[src/rtl/gat_feat_bram_reader_if.sv]
`default_nettype none
// ============================================================================
// Module   : gat_feat_bram_reader_if
// Purpose  : Bundles the feature-BRAM read port and the outgoing AXI-Stream
//            style channel of the GAT feature reader into one interface.
// Signals  : feat_bram_addrb  byte address to the feature BRAM read port
//            feat_bram_dout   BRAM read data (fixed latency after addrb)
//            m_tdata          stream data
//            m_tvalid         stream valid
//            m_tready         stream ready (from the sink)
//            m_tlast          stream packet end marker
// Modports : master - the reader (drives addrb and the stream)
//            slave  - the BRAM/sink side (drives dout and ready)
// Revision : 1.0 - initial release
// ============================================================================
interface gat_feat_bram_reader_if #(
  parameter int DATA_W = 32,
  parameter int ADDR_W = 18
);

  logic [ADDR_W-1:0] feat_bram_addrb;
  logic [DATA_W-1:0] feat_bram_dout;
  logic [DATA_W-1:0] m_tdata;
  logic              m_tvalid;
  logic              m_tready;
  logic              m_tlast;

  modport master (
    output feat_bram_addrb,
    input  feat_bram_dout,
    output m_tdata,
    output m_tvalid,
    output m_tlast,
    input  m_tready
  );

  modport slave (
    input  feat_bram_addrb,
    output feat_bram_dout,
    input  m_tdata,
    input  m_tvalid,
    input  m_tlast,
    output m_tready
  );

endinterface
`default_nettype wire

[src/rtl/gat_feat_bram_reader.sv]
`default_nettype none
// ============================================================================
// Module   : gat_feat_bram_reader
// Purpose  : Read-side master for the GAT new-feature BRAM. On start it sweeps
//            every output feature word, absorbs the fixed BRAM read latency
//            and streams the words out with valid/ready and tlast. Reads are
//            credit-limited so backpressure never drops data.
// Ports    : clk       in   single clock
//            rst_n     in   asynchronous active-low reset
//            start     in   1-cycle pulse, begins a sweep when idle
//            busy      out  high while a sweep is in progress
//            done      out  1-cycle pulse after the last beat is accepted
//            bus       if   master modport: feat_bram_addrb/feat_bram_dout,
//                           m_tdata/m_tvalid/m_tready/m_tlast
// Config   : FEAT_RD_NODE_TLAST_EN - when defined, m_tlast marks the last
//            feature of every node (one packet per node); otherwise m_tlast
//            marks only the final word of the sweep.
// Revision : 1.0 - initial release
// ============================================================================
module gat_feat_bram_reader #(
  parameter int NEW_FEATURE_WIDTH  = 32,
  parameter int NUM_SUBGRAPHS      = 2708,
  parameter int NUM_FEATURE_OUT    = 16,
  parameter int BRAM_RD_LATENCY    = 2,
  parameter int NEW_FEATURE_DEPTH  = NUM_SUBGRAPHS * NUM_FEATURE_OUT,
  parameter int NEW_FEATURE_ADDR_W = $clog2(NEW_FEATURE_DEPTH),
  parameter int FIFO_DEPTH         = BRAM_RD_LATENCY + 2
) (
  input  wire  clk,
  input  wire  rst_n,
  input  wire  start,
  output logic busy,
  output logic done,
  gat_feat_bram_reader_if.master bus
);

  // --------------------------------------------------------------------------
  // Constants
  // --------------------------------------------------------------------------
  // One extra index bit so rd_idx can reach DEPTH even when DEPTH is a power
  // of two.
  localparam int c_idx_w = NEW_FEATURE_ADDR_W + 1;
  localparam int c_ptr_w = $clog2(FIFO_DEPTH);
  localparam int c_cnt_w = $clog2(FIFO_DEPTH + 1) + 1;

  localparam logic [c_idx_w-1:0] c_depth      = c_idx_w'(NEW_FEATURE_DEPTH);
  localparam logic [c_idx_w-1:0] c_last_beat  = c_idx_w'(NEW_FEATURE_DEPTH - 1);
  localparam logic [c_cnt_w-1:0] c_fifo_depth = c_cnt_w'(FIFO_DEPTH);
  localparam logic [c_ptr_w-1:0] c_ptr_last   = c_ptr_w'(FIFO_DEPTH - 1);

  // --------------------------------------------------------------------------
  // State machine encoding
  // --------------------------------------------------------------------------
  typedef enum logic [1:0] {
    S_IDLE  = 2'd0,
    S_RUN   = 2'd1,
    S_DRAIN = 2'd2,
    S_DONE  = 2'd3
  } state_t;

  state_t r_state;
  state_t w_state_nxt;

  // --------------------------------------------------------------------------
  // Datapath registers
  // --------------------------------------------------------------------------
  logic [c_idx_w-1:0]              r_rd_idx;
  logic [c_idx_w-1:0]              r_beat_cnt;
  logic [NEW_FEATURE_ADDR_W+1:0]   r_addrb;
  // Stage 0 lines up with the registered addrb, stage BRAM_RD_LATENCY lines
  // up with the matching word on feat_bram_dout.
  logic [BRAM_RD_LATENCY:0]        r_vld_pipe;
  logic [c_cnt_w-1:0]              r_inflight;

  logic [NEW_FEATURE_WIDTH-1:0]    r_mem [FIFO_DEPTH];
  logic [c_ptr_w-1:0]              r_wr_ptr;
  logic [c_ptr_w-1:0]              r_rd_ptr;
  logic [c_cnt_w-1:0]              r_count;

  // --------------------------------------------------------------------------
  // Combinational control
  // --------------------------------------------------------------------------
  logic               w_start_acc;
  logic               w_issue;
  logic               w_push;
  logic               w_pop;
  logic               w_tvalid;
  logic               w_last_beat;
  logic [c_cnt_w-1:0] w_used;
  logic [c_ptr_w-1:0] w_wr_ptr_nxt;
  logic [c_ptr_w-1:0] w_rd_ptr_nxt;

  assign w_tvalid    = (r_count != '0);
  assign w_pop       = w_tvalid && bus.m_tready;
  assign w_push      = r_vld_pipe[BRAM_RD_LATENCY];
  assign w_last_beat = (r_beat_cnt == c_last_beat);

  // Credits: words already buffered plus reads still in the BRAM pipe. The
  // entry leaving the FIFO this cycle returns its credit immediately, which
  // is what allows one issue per cycle when the sink is always ready.
  assign w_used  = r_count + r_inflight;
  assign w_issue = (r_state == S_RUN) && (r_rd_idx < c_depth) &&
                   ((w_used - c_cnt_w'(w_pop)) < c_fifo_depth);

  assign w_wr_ptr_nxt = (r_wr_ptr == c_ptr_last) ? '0 : r_wr_ptr + 1'b1;
  assign w_rd_ptr_nxt = (r_rd_ptr == c_ptr_last) ? '0 : r_rd_ptr + 1'b1;

  // --------------------------------------------------------------------------
  // FSM: state register
  // --------------------------------------------------------------------------
  always_ff @(posedge clk or negedge rst_n) begin
    if (!rst_n) begin
      r_state <= S_IDLE;
    end else begin
      r_state <= w_state_nxt;
    end
  end

  // --------------------------------------------------------------------------
  // FSM: next state and status outputs
  // --------------------------------------------------------------------------
  always_comb begin
    w_state_nxt = r_state;
    w_start_acc = 1'b0;
    busy        = 1'b0;
    done        = 1'b0;
    case (r_state)
      S_IDLE: begin
        if (start) begin
          w_state_nxt = S_RUN;
          w_start_acc = 1'b1;
        end
      end
      S_RUN: begin
        busy = 1'b1;
        if (r_rd_idx == c_depth) begin
          w_state_nxt = S_DRAIN;
        end
      end
      S_DRAIN: begin
        busy = 1'b1;
        if (w_pop && w_last_beat) begin
          w_state_nxt = S_DONE;
        end
      end
      S_DONE: begin
        done        = 1'b1;
        w_state_nxt = S_IDLE;
      end
      default: begin
        w_state_nxt = S_IDLE;
      end
    endcase
  end

  // --------------------------------------------------------------------------
  // Read issue: word index, BRAM address and read-latency tracking
  // --------------------------------------------------------------------------
  always_ff @(posedge clk or negedge rst_n) begin
    if (!rst_n) begin
      r_rd_idx   <= '0;
      r_addrb    <= '0;
      r_vld_pipe <= '0;
      r_inflight <= '0;
    end else begin
      if (w_start_acc) begin
        r_rd_idx <= '0;
      end else if (w_issue) begin
        r_rd_idx <= r_rd_idx + 1'b1;
      end

      // addrb keeps the last issued address between issues.
      if (w_issue) begin
        r_addrb <= {r_rd_idx[NEW_FEATURE_ADDR_W-1:0], 2'b00};
      end

      r_vld_pipe <= {r_vld_pipe[BRAM_RD_LATENCY-1:0], w_issue};
      r_inflight <= r_inflight + c_cnt_w'(w_issue) - c_cnt_w'(w_push);
    end
  end

  // --------------------------------------------------------------------------
  // Output FIFO (first-word-fall-through, head drives the stream directly)
  // --------------------------------------------------------------------------
  always_ff @(posedge clk or negedge rst_n) begin
    if (!rst_n) begin
      for (int i = 0; i < FIFO_DEPTH; i++) begin
        r_mem[i] <= '0;
      end
    end else if (w_push) begin
      r_mem[r_wr_ptr] <= bus.feat_bram_dout;
    end
  end

  always_ff @(posedge clk or negedge rst_n) begin
    if (!rst_n) begin
      r_wr_ptr <= '0;
      r_rd_ptr <= '0;
      r_count  <= '0;
    end else begin
      if (w_push) begin
        r_wr_ptr <= w_wr_ptr_nxt;
      end
      if (w_pop) begin
        r_rd_ptr <= w_rd_ptr_nxt;
      end
      case ({w_push, w_pop})
        2'b10:   r_count <= r_count + 1'b1;
        2'b01:   r_count <= r_count - 1'b1;
        default: r_count <= r_count;
      endcase
    end
  end

  // A push into a full FIFO means the credit accounting is broken.
  a_no_overflow : assert property (@(posedge clk) disable iff (!rst_n)
    !(w_push && !w_pop && (r_count == c_fifo_depth)));

  // --------------------------------------------------------------------------
  // Beat counting and end-of-packet marker
  // --------------------------------------------------------------------------
  always_ff @(posedge clk or negedge rst_n) begin
    if (!rst_n) begin
      r_beat_cnt <= '0;
    end else if (w_start_acc) begin
      r_beat_cnt <= '0;
    end else if (w_pop) begin
      r_beat_cnt <= w_last_beat ? '0 : r_beat_cnt + 1'b1;
    end
  end

`ifdef FEAT_RD_NODE_TLAST_EN
  // Separate feature counter avoids a modulo on the beat counter.
  localparam int c_feat_w = (NUM_FEATURE_OUT > 1) ? $clog2(NUM_FEATURE_OUT) : 1;
  localparam logic [c_feat_w-1:0] c_feat_last = c_feat_w'(NUM_FEATURE_OUT - 1);

  logic [c_feat_w-1:0] r_feat_cnt;

  always_ff @(posedge clk or negedge rst_n) begin
    if (!rst_n) begin
      r_feat_cnt <= '0;
    end else if (w_start_acc) begin
      r_feat_cnt <= '0;
    end else if (w_pop) begin
      r_feat_cnt <= (r_feat_cnt == c_feat_last) ? '0 : r_feat_cnt + 1'b1;
    end
  end

  assign bus.m_tlast = w_tvalid && (r_feat_cnt == c_feat_last);
`else
  assign bus.m_tlast = w_tvalid && w_last_beat;
`endif

  // --------------------------------------------------------------------------
  // Interface outputs
  // --------------------------------------------------------------------------
  assign bus.feat_bram_addrb = r_addrb;
  assign bus.m_tdata         = r_mem[r_rd_ptr];
  assign bus.m_tvalid        = w_tvalid;

endmodule
`default_nettype wire
[src/flat_wrapper.sv]
// flat-port wrapper written by rule: the top's interface ports become plain ports
module gat_feat_bram_reader_flat 
#(
  parameter int NEW_FEATURE_WIDTH  = 32,
  parameter int NUM_SUBGRAPHS      = 2708,
  parameter int NUM_FEATURE_OUT    = 16,
  parameter int BRAM_RD_LATENCY    = 2,
  parameter int NEW_FEATURE_DEPTH  = NUM_SUBGRAPHS * NUM_FEATURE_OUT,
  parameter int NEW_FEATURE_ADDR_W = $clog2(NEW_FEATURE_DEPTH),
  parameter int FIFO_DEPTH         = BRAM_RD_LATENCY + 2
)
  (clk, rst_n, start, busy, done, bus_feat_bram_addrb, bus_feat_bram_dout, bus_m_tdata, bus_m_tvalid, bus_m_tlast, bus_m_tready);
  gat_feat_bram_reader_if bus_i ();
  input  wire clk;
  input  wire rst_n;
  input  wire start;
  output logic busy;
  output logic done;
  output wire logic [$bits(bus_i.feat_bram_addrb)-1:0] bus_feat_bram_addrb;
  input wire logic [$bits(bus_i.feat_bram_dout)-1:0] bus_feat_bram_dout;
  output wire logic [$bits(bus_i.m_tdata)-1:0] bus_m_tdata;
  output wire logic [$bits(bus_i.m_tvalid)-1:0] bus_m_tvalid;
  output wire logic [$bits(bus_i.m_tlast)-1:0] bus_m_tlast;
  input wire logic [$bits(bus_i.m_tready)-1:0] bus_m_tready;
  assign bus_feat_bram_addrb = bus_i.feat_bram_addrb;
  assign bus_i.feat_bram_dout = bus_feat_bram_dout;
  assign bus_m_tdata = bus_i.m_tdata;
  assign bus_m_tvalid = bus_i.m_tvalid;
  assign bus_m_tlast = bus_i.m_tlast;
  assign bus_i.m_tready = bus_m_tready;
  gat_feat_bram_reader #(.NEW_FEATURE_WIDTH(NEW_FEATURE_WIDTH), .NUM_SUBGRAPHS(NUM_SUBGRAPHS), .NUM_FEATURE_OUT(NUM_FEATURE_OUT), .BRAM_RD_LATENCY(BRAM_RD_LATENCY), .NEW_FEATURE_DEPTH(NEW_FEATURE_DEPTH), .NEW_FEATURE_ADDR_W(NEW_FEATURE_ADDR_W), .FIFO_DEPTH(FIFO_DEPTH)) u_core (.clk(clk), .rst_n(rst_n), .start(start), .busy(busy), .done(done), .bus(bus_i));
endmodule
[config.mk]
export PLATFORM = sky130hd
export DESIGN_NAME = gat_feat_bram_reader_flat
export DESIGN_NICKNAME = d
export VERILOG_FILES = /design/src/rtl/gat_feat_bram_reader_if.sv /design/src/rtl/gat_feat_bram_reader.sv /design/src/flat_wrapper.sv
export SDC_FILE = /design/constraint.sdc
export NUM_CORES = 1
export LEC_CHECK = 0
export ABC_AREA = 0
export BUFFER_PORTS_ARGS = -buffer_cell sky130_fd_sc_hd__buf_2
export CAP_MARGIN = 15
export CORE_MARGIN = 4
export CORE_UTILIZATION = 38
export DETAILED_ROUTE_END_ITERATION = 16
export GPL_ROUTABILITY_DRIVEN = 0
export HOLD_SLACK_MARGIN = 0.12
export MAX_ROUTING_LAYER = met4
export PLACE_DENSITY = 0.66
export SLEW_MARGIN = 25
export SYNTH_ARGS = -nofsm -noshare
export SYNTH_HDL_FRONTEND = slang
export SYNTH_SLANG_ARGS = --single-unit
[constraint.sdc]
create_clock -name clk -period 4.2 [get_ports clk]
set_input_delay 0.21 -clock clk [delete_from_list [all_inputs] [get_ports clk]]
set_output_delay 0.21 -clock clk [all_outputs]
set_load 0.005 [all_outputs]
* After elaboration in Yosys (flattened, before gate mapping)
Index checks and enable logic that the tools add are counted.
Widths: inputs -> output; s select.
** Operators by class
- Divide/modulo/power cells :: 0
- Add/subtract/negate cells :: 10
- Shifts and indexed selects :: 0
- Multiplexer cells :: 22
- Bitwise operators :: 2
- Multiply operators :: 0
- Reductions and logical operators :: 13
- Order comparisons :: 5
- Equal/unequal tests :: 12
** Operator list (count)
- $bwmux 128 :: 1
- $mux 32 :: 3
- $mux 17 :: 5
- $bmux 32 s2 :: 1
- $demux 32 s2 :: 1
- $add 17x1->17 const B :: 2
- $eq 17x16->1 const B :: 2
- $lt 17x16->1 const B :: 1
- $eq 2x2->1 const B :: 5
- $mux 2 :: 5
- $pmux 2 s4 :: 1
- $pmux 4 s2 :: 1
- $sub 4x1->4 :: 2
- $ge 3x3->1 const B :: 2
- $logic_and 1x1->1 :: 6
- $not 2->3 :: 2
- $reduce_bool 2->1 :: 3
- $add 2x1->2 const B :: 2
- $add 4x1->4 :: 1
- $add 4x1->4 const B :: 1
- $add 4x4->4 :: 1
- $eq 2x1->1 const B :: 2
- $lt 4x3->1 const B :: 1
- $mux 1 :: 4
- 8 further kinds :: 9
** Word-level totals
- Memories :: 0
- Memory bits (writable) :: 0
- Latch bits :: 0
- Register bits :: 195
- Word-level logic and storage cells :: 77
- Bits in read-only memories :: 0
- Output and inout port bits :: 54

* Longest topological paths before layout
- Depth in word-level cells :: 7
- Depth in mapped cells :: 15
- Gate-level depth less buffers :: 13

* Worst setup path after synthesis
Ideal clock, no wire load.
- Path kind :: reg2reg
- Start :: reg u_core.r_count[0]
- End :: reg u_core.r_inflight[2]
- Data arrival time :: 3651 ps
- Setup slack :: 427 ps
- Stages on the path, launching flop included :: 15
- Clock period less this slack :: 3773 ps
- Path through :: dfrtp_1 o41ai_1 inv_2 ha_1 inv_1 ha_1 nand3b_1 a211o_1 a311o_1 clkbuf_1 clkbuf_1 inv_1 ha_1 fa_1 xor2_1
** Between the ends
- Longest elaborated chain between the ends :: 7
** Ends and longest elaborated chain
- from (decl) :: line gat_feat_bram_reader.sv:78 : logic [c_cnt_w-1:0] r_count;
- from (signal assigned) :: line gat_feat_bram_reader.sv:208 : 2'b10: r_count <= r_count + 1'b1;
- from (signal assigned) :: line gat_feat_bram_reader.sv:209 : 2'b01: r_count <= r_count - 1'b1;
- from (signal assigned) :: line gat_feat_bram_reader.sv:210 : default: r_count <= r_count;
- $reduce_bool 4->1 :: line gat_feat_bram_reader.sv:93 : assign w_tvalid = (r_count != '0);
- $logic_and 1x1->1 :: line gat_feat_bram_reader.sv:94 : assign w_pop = w_tvalid && bus.m_tready;
- via u_core.w_pop :: line gat_feat_bram_reader.sv:86 : logic w_pop;
- $sub 4x1->4 :: line gat_feat_bram_reader.sv:103 : ((w_used - c_cnt_w'(w_pop)) < c_fifo_depth);
- $lt 4x3->1 :: line gat_feat_bram_reader.sv:103
- $logic_and 1x1->1 :: line gat_feat_bram_reader.sv:102 : assign w_issue = (r_state == S_RUN) && (r_rd_idx < c_depth) &&
- via u_core.w_issue :: line gat_feat_bram_reader.sv:84 : logic w_issue;
- $add 4x1->4 :: line gat_feat_bram_reader.sv:178 : r_inflight <= r_inflight + c_cnt_w'(w_issue) - c_cnt_w'(w_push);
- $sub 4x1->4 :: line gat_feat_bram_reader.sv:178
- to (signal assigned) :: line gat_feat_bram_reader.sv:178
- to (decl) :: line gat_feat_bram_reader.sv:73 : logic [c_cnt_w-1:0] r_inflight;
The timed path passes the listed nets, and every way through them passes these cells.
A chain may end at the register's enable or synchronous reset.

* Final worst setup path
Ends and elaborated chain as after synthesis.

==> summary.md <==
| Metric | Value |
|---|---|
| Number of nets in the layout | `846` |
| Number of failing hold endpoints at the final stage | `0` |
| Critical path capture point type | `flop` |
| Final worst clock skew | `16.2 ps` |
| Vias per cell | `5.09` |
| Cts repair resizes | `0` |
| Primary flip-flop cell chosen by synthesis mapping | `sky130_fd_sc_hd__dfrtp_1` |
| Total Power Consumption | `7.35 mW` |
| Launching element of the worst setup path | `u_core.r_count[0]` |
| Fraction of met3 tracks used by global routing | `0.0306` |
| Warning count from the yosys run | `0` |
| Number of antenna violations at the first check in global routing | `0` |
| Portion of total power attributed to combinational logic | `0.354` |
| Flops & latches, synth | `195` |
| Worst-skew pair later-pin latency | `430 ps` |
| Met2 track utilization from global routing | `0.244` |
| Max_cap viols | `0` |
| Maximum number of pins on one net before global-route repair | `128` |
| Residual antenna-violating net count after detailed routing | `0` |
| Number of endpoints failing setup at the final stage | `0` |
| Wire length per cell after detailed routing | `16.6 um` |
| Clock transition at the registers of the reported paths | `70 ps` |
| Top Ports | `90` |
| Type of element launching the critical path | `flop` |
| Critical Path AT | `4100 ps` |
| Number of distinct library cells after synthesis | `53` |
| Length in cells of the worst reg-to-reg path | `13` |
| Async SR Flop Fraction | `1.00` |
| Net Sw Frac | `0.311` |
| Cts bufs inserted | `17` |
| Adder-cell area share of the yosys netlist | `0.0390` |
| Cell area after synthesis | `0.00906 sq mm` |
| Simple-gate share of the synthesized area | `0.0758` |
| Min Clock Period, post-route | `3790 ps` |
| Ratio of cells with drive above 1 in the final layout | `0.389` |
| HP Class | `primary input to async pin` |
| Router iterations before antenna repair | `4` |
| Terminus of the critical flop-to-flop path | `u_core.r_inflight[2]` |
| Global-route track usage on met1 | `0.197` |
| Sink Count | `195` |
| Filler cells | `2096` |
| Synth Area in XOR/XNOR | `0.0180` |
| Clock share of power | `0.222` |
| EDFF count, synth | `0` |
| Port Buffer Count | `87` |
| Remaining DRCs | `0` |
| Crit path kind | `flop to flop` |
| Number of antenna cells inserted | `0` |
| Worst-case headroom to the max-slew limit | `0.318` |
| Worst-path fanout max | `47` |
| Busiest grt layer | `met2` |
| Synthesis-to-layout area growth | `19.2%` |
| Worst-margin pin slew | `1020 ps` |
| Synthesized area divided by synthesized cell count | `13.6 sq um` |
| Initial Utilization | `0.386` |
| Maximum clock insertion buffer count | `2` |
| Share of synthesized area spent on multiplexers | `0.260` |
| Standard-cell rows | `56` |
| Worst slack after detailed placement | `389 ps` |
| Outcome | `completed` |
| Setup repair after global routing missed its margin | `no` |
| Core outline area | `0.0235 sq mm` |
| Vias post-DR | `5670` |
| Total internal power | `5.07 mW` |
| Post-route worst hold slack | `245 ps` |
| Floorplan die width | `162 um` |
| HPWL reported at the end of detailed placement | `11.8 mm` |
| Number of non-filler instances in the completed layout | `1114` |
| Number of setup buffers added after CTS | `0` |
| Die Outline Area | `0.0264 sq mm` |
| Internal reg-to-reg setup slack | `410 ps` |
| Worst R2R Start | `u_core.r_count[0]` |
| H-tree levels | `4` |
| Leakage power of the design | `4.77 nW` |
| Aggregate routed wire length | `18.5 mm` |
| Cell area after placement | `0.00984 sq mm` |
| Post-route clock period utilization | `0.903` |
| F_max | `264 MHz` |
| Power dissipated by switching net loads | `2.28 mW` |
| Global-route wire length before repair | `30.8 mm` |
| Vias in the first global route | `5892` |
| Sequential share of power | `0.423` |
| Combinational family with the most area after synthesis | `multiplexers` |
| Total grt overflow | `0` |
| Vertical die dimension | `162 um` |
| Global-route total usage across every layer | `0.149` |
| Clock tree from TritonCTS | `done` |
| Max-slew violation count | `0` |
| Worst endpoint required time | `4500 ps` |
| Post-cts hold buffer count | `33` |
| Final instance area | `0.0108 sq mm` |
| Peak ir drop on the vdd network | `0.288 mV` |
| Total negative slack | `0 ps` |
| Number of design-rule violations left by the first detailed-router iteration | `280` |
| Placed Instances | `1049` |
| Post-synthesis compound-gate area fraction | `0.0428` |
| Cell at the root of the clock tree | `sky130_fd_sc_hd__clkbuf_16` |
| Min setup slack post-route | `406 ps` |
| Share of synthesized area occupied by flip-flops and latches | `0.539` |
| Total power density per cell area | `681 mW/mm^2` |
| Number of instances in the synthesized netlist | `665` |
| Utilization after layout | `0.460` |
[layout make-up]
class,count,area (sq um),area share
repair buffers,130,871,0.0806
clock inverters,12,151,0.0140
flip-flops and latches,195,4880,0.452
inverters,27,101,0.00939
clock buffers,19,443,0.0410
well taps,319,399,0.0370
multi-input cells,412,3950,0.366
[critical path: stages (launching register included)]
cell                       delay [ps]
sky130_fd_sc_hd__dfrtp_1          460
sky130_fd_sc_hd__o41ai_1          420
sky130_fd_sc_hd__buf_4            210
sky130_fd_sc_hd__inv_2             90
sky130_fd_sc_hd__ha_1             200
sky130_fd_sc_hd__inv_1             60
sky130_fd_sc_hd__ha_1             230
sky130_fd_sc_hd__nand3b_1         130
sky130_fd_sc_hd__a211o_1          160
sky130_fd_sc_hd__a311o_2          740
sky130_fd_sc_hd__inv_1            150
sky130_fd_sc_hd__ha_1             270
sky130_fd_sc_hd__fa_1             380
sky130_fd_sc_hd__xor2_1           170
[flip-flops by register name, indices dropped and copies added, names as in the netlist]
name / cells
u_core.r_inflight: 4
u_core.r_vld_pipe: 3
u_core.r_rd_ptr: 2
u_core.r_rd_idx: 17
u_core.r_wr_ptr: 2
u_core.bus.feat_bram_addrb: 16
u_core.r_count: 4
u_core.r_beat_cnt: 17
u_core.r_mem: 128
u_core.r_state: 2
[routing by layer]
metal	part of all wire	routed length, um
met1	0.47	8590
met2	0.50	9150
met3	0.031	564
met4	0.0085	157
met5	0	0
[how the worst max path moves through the flow]
stage                                 to  slack [ps]  cells past startpoint
floorplan           u_core.r_inflight[2]         430                     14
global placement    u_core.r_inflight[2]         480                     13
detailed placement  u_core.r_inflight[2]         390                     13
CTS                 u_core.r_inflight[2]         380                     13
global route        u_core.r_inflight[2]          60                     13
finish              u_core.r_inflight[2]         410                     13
[power by group through the flow]
stage | logic [mW] | clock network (mW) | registers (mW)
final | 2.61 | 1.63 | 3.11
after global routing | 2.89 | 1.78 | 3.21
after CTS | 2.65 | 1.69 | 3.11
after detailed placement | 2.61 | 0 | 3.15
after global placement | 2.54 | 0 | 3.11
after floorplan | 2.02 | 0 | 2.91
[kinds of logic after synthesis]
group | count (synthesis)
flip-flops | 195
multiplexers | 177
AND/OR/NAND/NOR | 128
AO/OA/AOI/OAI | 61
buffers and inverters | 59
adder cells (fa/ha/maj) | 27
XOR/XNOR | 17
other | 1
[cells in the final DEF, fill, tap and decap left out, types with 3 or more instances in the layout]
cell type / instances
sky130_fd_sc_hd__mux2_2: 144
sky130_fd_sc_hd__mux4_2: 32
sky130_fd_sc_hd__dlygate4sd3_1: 33
sky130_fd_sc_hd__nand3_1: 14
sky130_fd_sc_hd__nor2_1: 21
sky130_fd_sc_hd__a21oi_1: 19
sky130_fd_sc_hd__nor4_1: 6
sky130_fd_sc_hd__o21ai_0: 17
sky130_fd_sc_hd__nand2b_1: 4
sky130_fd_sc_hd__ha_1: 25
sky130_fd_sc_hd__and2_1: 3
sky130_fd_sc_hd__xor2_1: 6
sky130_fd_sc_hd__nand2_1: 30
sky130_fd_sc_hd__nor3_1: 5
sky130_fd_sc_hd__or3_1: 10
sky130_fd_sc_hd__and4_1: 4
sky130_fd_sc_hd__buf_4: 9
sky130_fd_sc_hd__nand4_1: 9
sky130_fd_sc_hd__and3_1: 7
sky130_fd_sc_hd__a21o_1: 4
sky130_fd_sc_hd__or4_1: 5
sky130_fd_sc_hd__dfrtp_1: 194
sky130_fd_sc_hd__o31ai_1: 4
sky130_fd_sc_hd__inv_1: 26
sky130_fd_sc_hd__clkbuf_16: 17
sky130_fd_sc_hd__clkinv_4: 3
sky130_fd_sc_hd__xnor2_1: 10
sky130_fd_sc_hd__buf_2: 86
[synth_stat cells, types with 2 or more instances]
master	number	area, sq um
sky130_fd_sc_hd__o21a_1	2	15.0
sky130_fd_sc_hd__ha_1	25	313
sky130_fd_sc_hd__buf_1	16	60.1
sky130_fd_sc_hd__nand2b_1	4	25.0
sky130_fd_sc_hd__and3_1	7	43.8
sky130_fd_sc_hd__or4_1	5	37.5
sky130_fd_sc_hd__clkbuf_1	12	45.0
sky130_fd_sc_hd__nand2_1	30	113
sky130_fd_sc_hd__o31ai_1	4	30.0
sky130_fd_sc_hd__mux4_2	32	721
sky130_fd_sc_hd__o21ai_0	17	85.1
sky130_fd_sc_hd__inv_1	26	97.6
sky130_fd_sc_hd__nand4_1	9	56.3
sky130_fd_sc_hd__and2_1	3	18.8
sky130_fd_sc_hd__buf_4	2	15.0
sky130_fd_sc_hd__xnor2_1	10	87.6
sky130_fd_sc_hd__buf_2	2	10.0
sky130_fd_sc_hd__nor4_1	6	37.5
sky130_fd_sc_hd__nand3b_1	2	15.0
sky130_fd_sc_hd__or3_1	10	62.6
sky130_fd_sc_hd__nand4b_1	2	17.5
sky130_fd_sc_hd__fa_1	2	40.0
sky130_fd_sc_hd__a21o_1	4	30.0
sky130_fd_sc_hd__nor2_1	21	78.8
sky130_fd_sc_hd__a221o_1	2	20.0
sky130_fd_sc_hd__or2_2	2	12.5
sky130_fd_sc_hd__o41ai_1	2	17.5
sky130_fd_sc_hd__nand3_1	14	70.1
sky130_fd_sc_hd__a21oi_1	19	95.1
sky130_fd_sc_hd__xor2_1	6	52.6
sky130_fd_sc_hd__dfrtp_1	195	4880
sky130_fd_sc_hd__mux2_2	144	1620
sky130_fd_sc_hd__and4_1	4	35.0
sky130_fd_sc_hd__nor3_1	5	25.0
No activity file was read; power rests on OpenSTA's default activity.
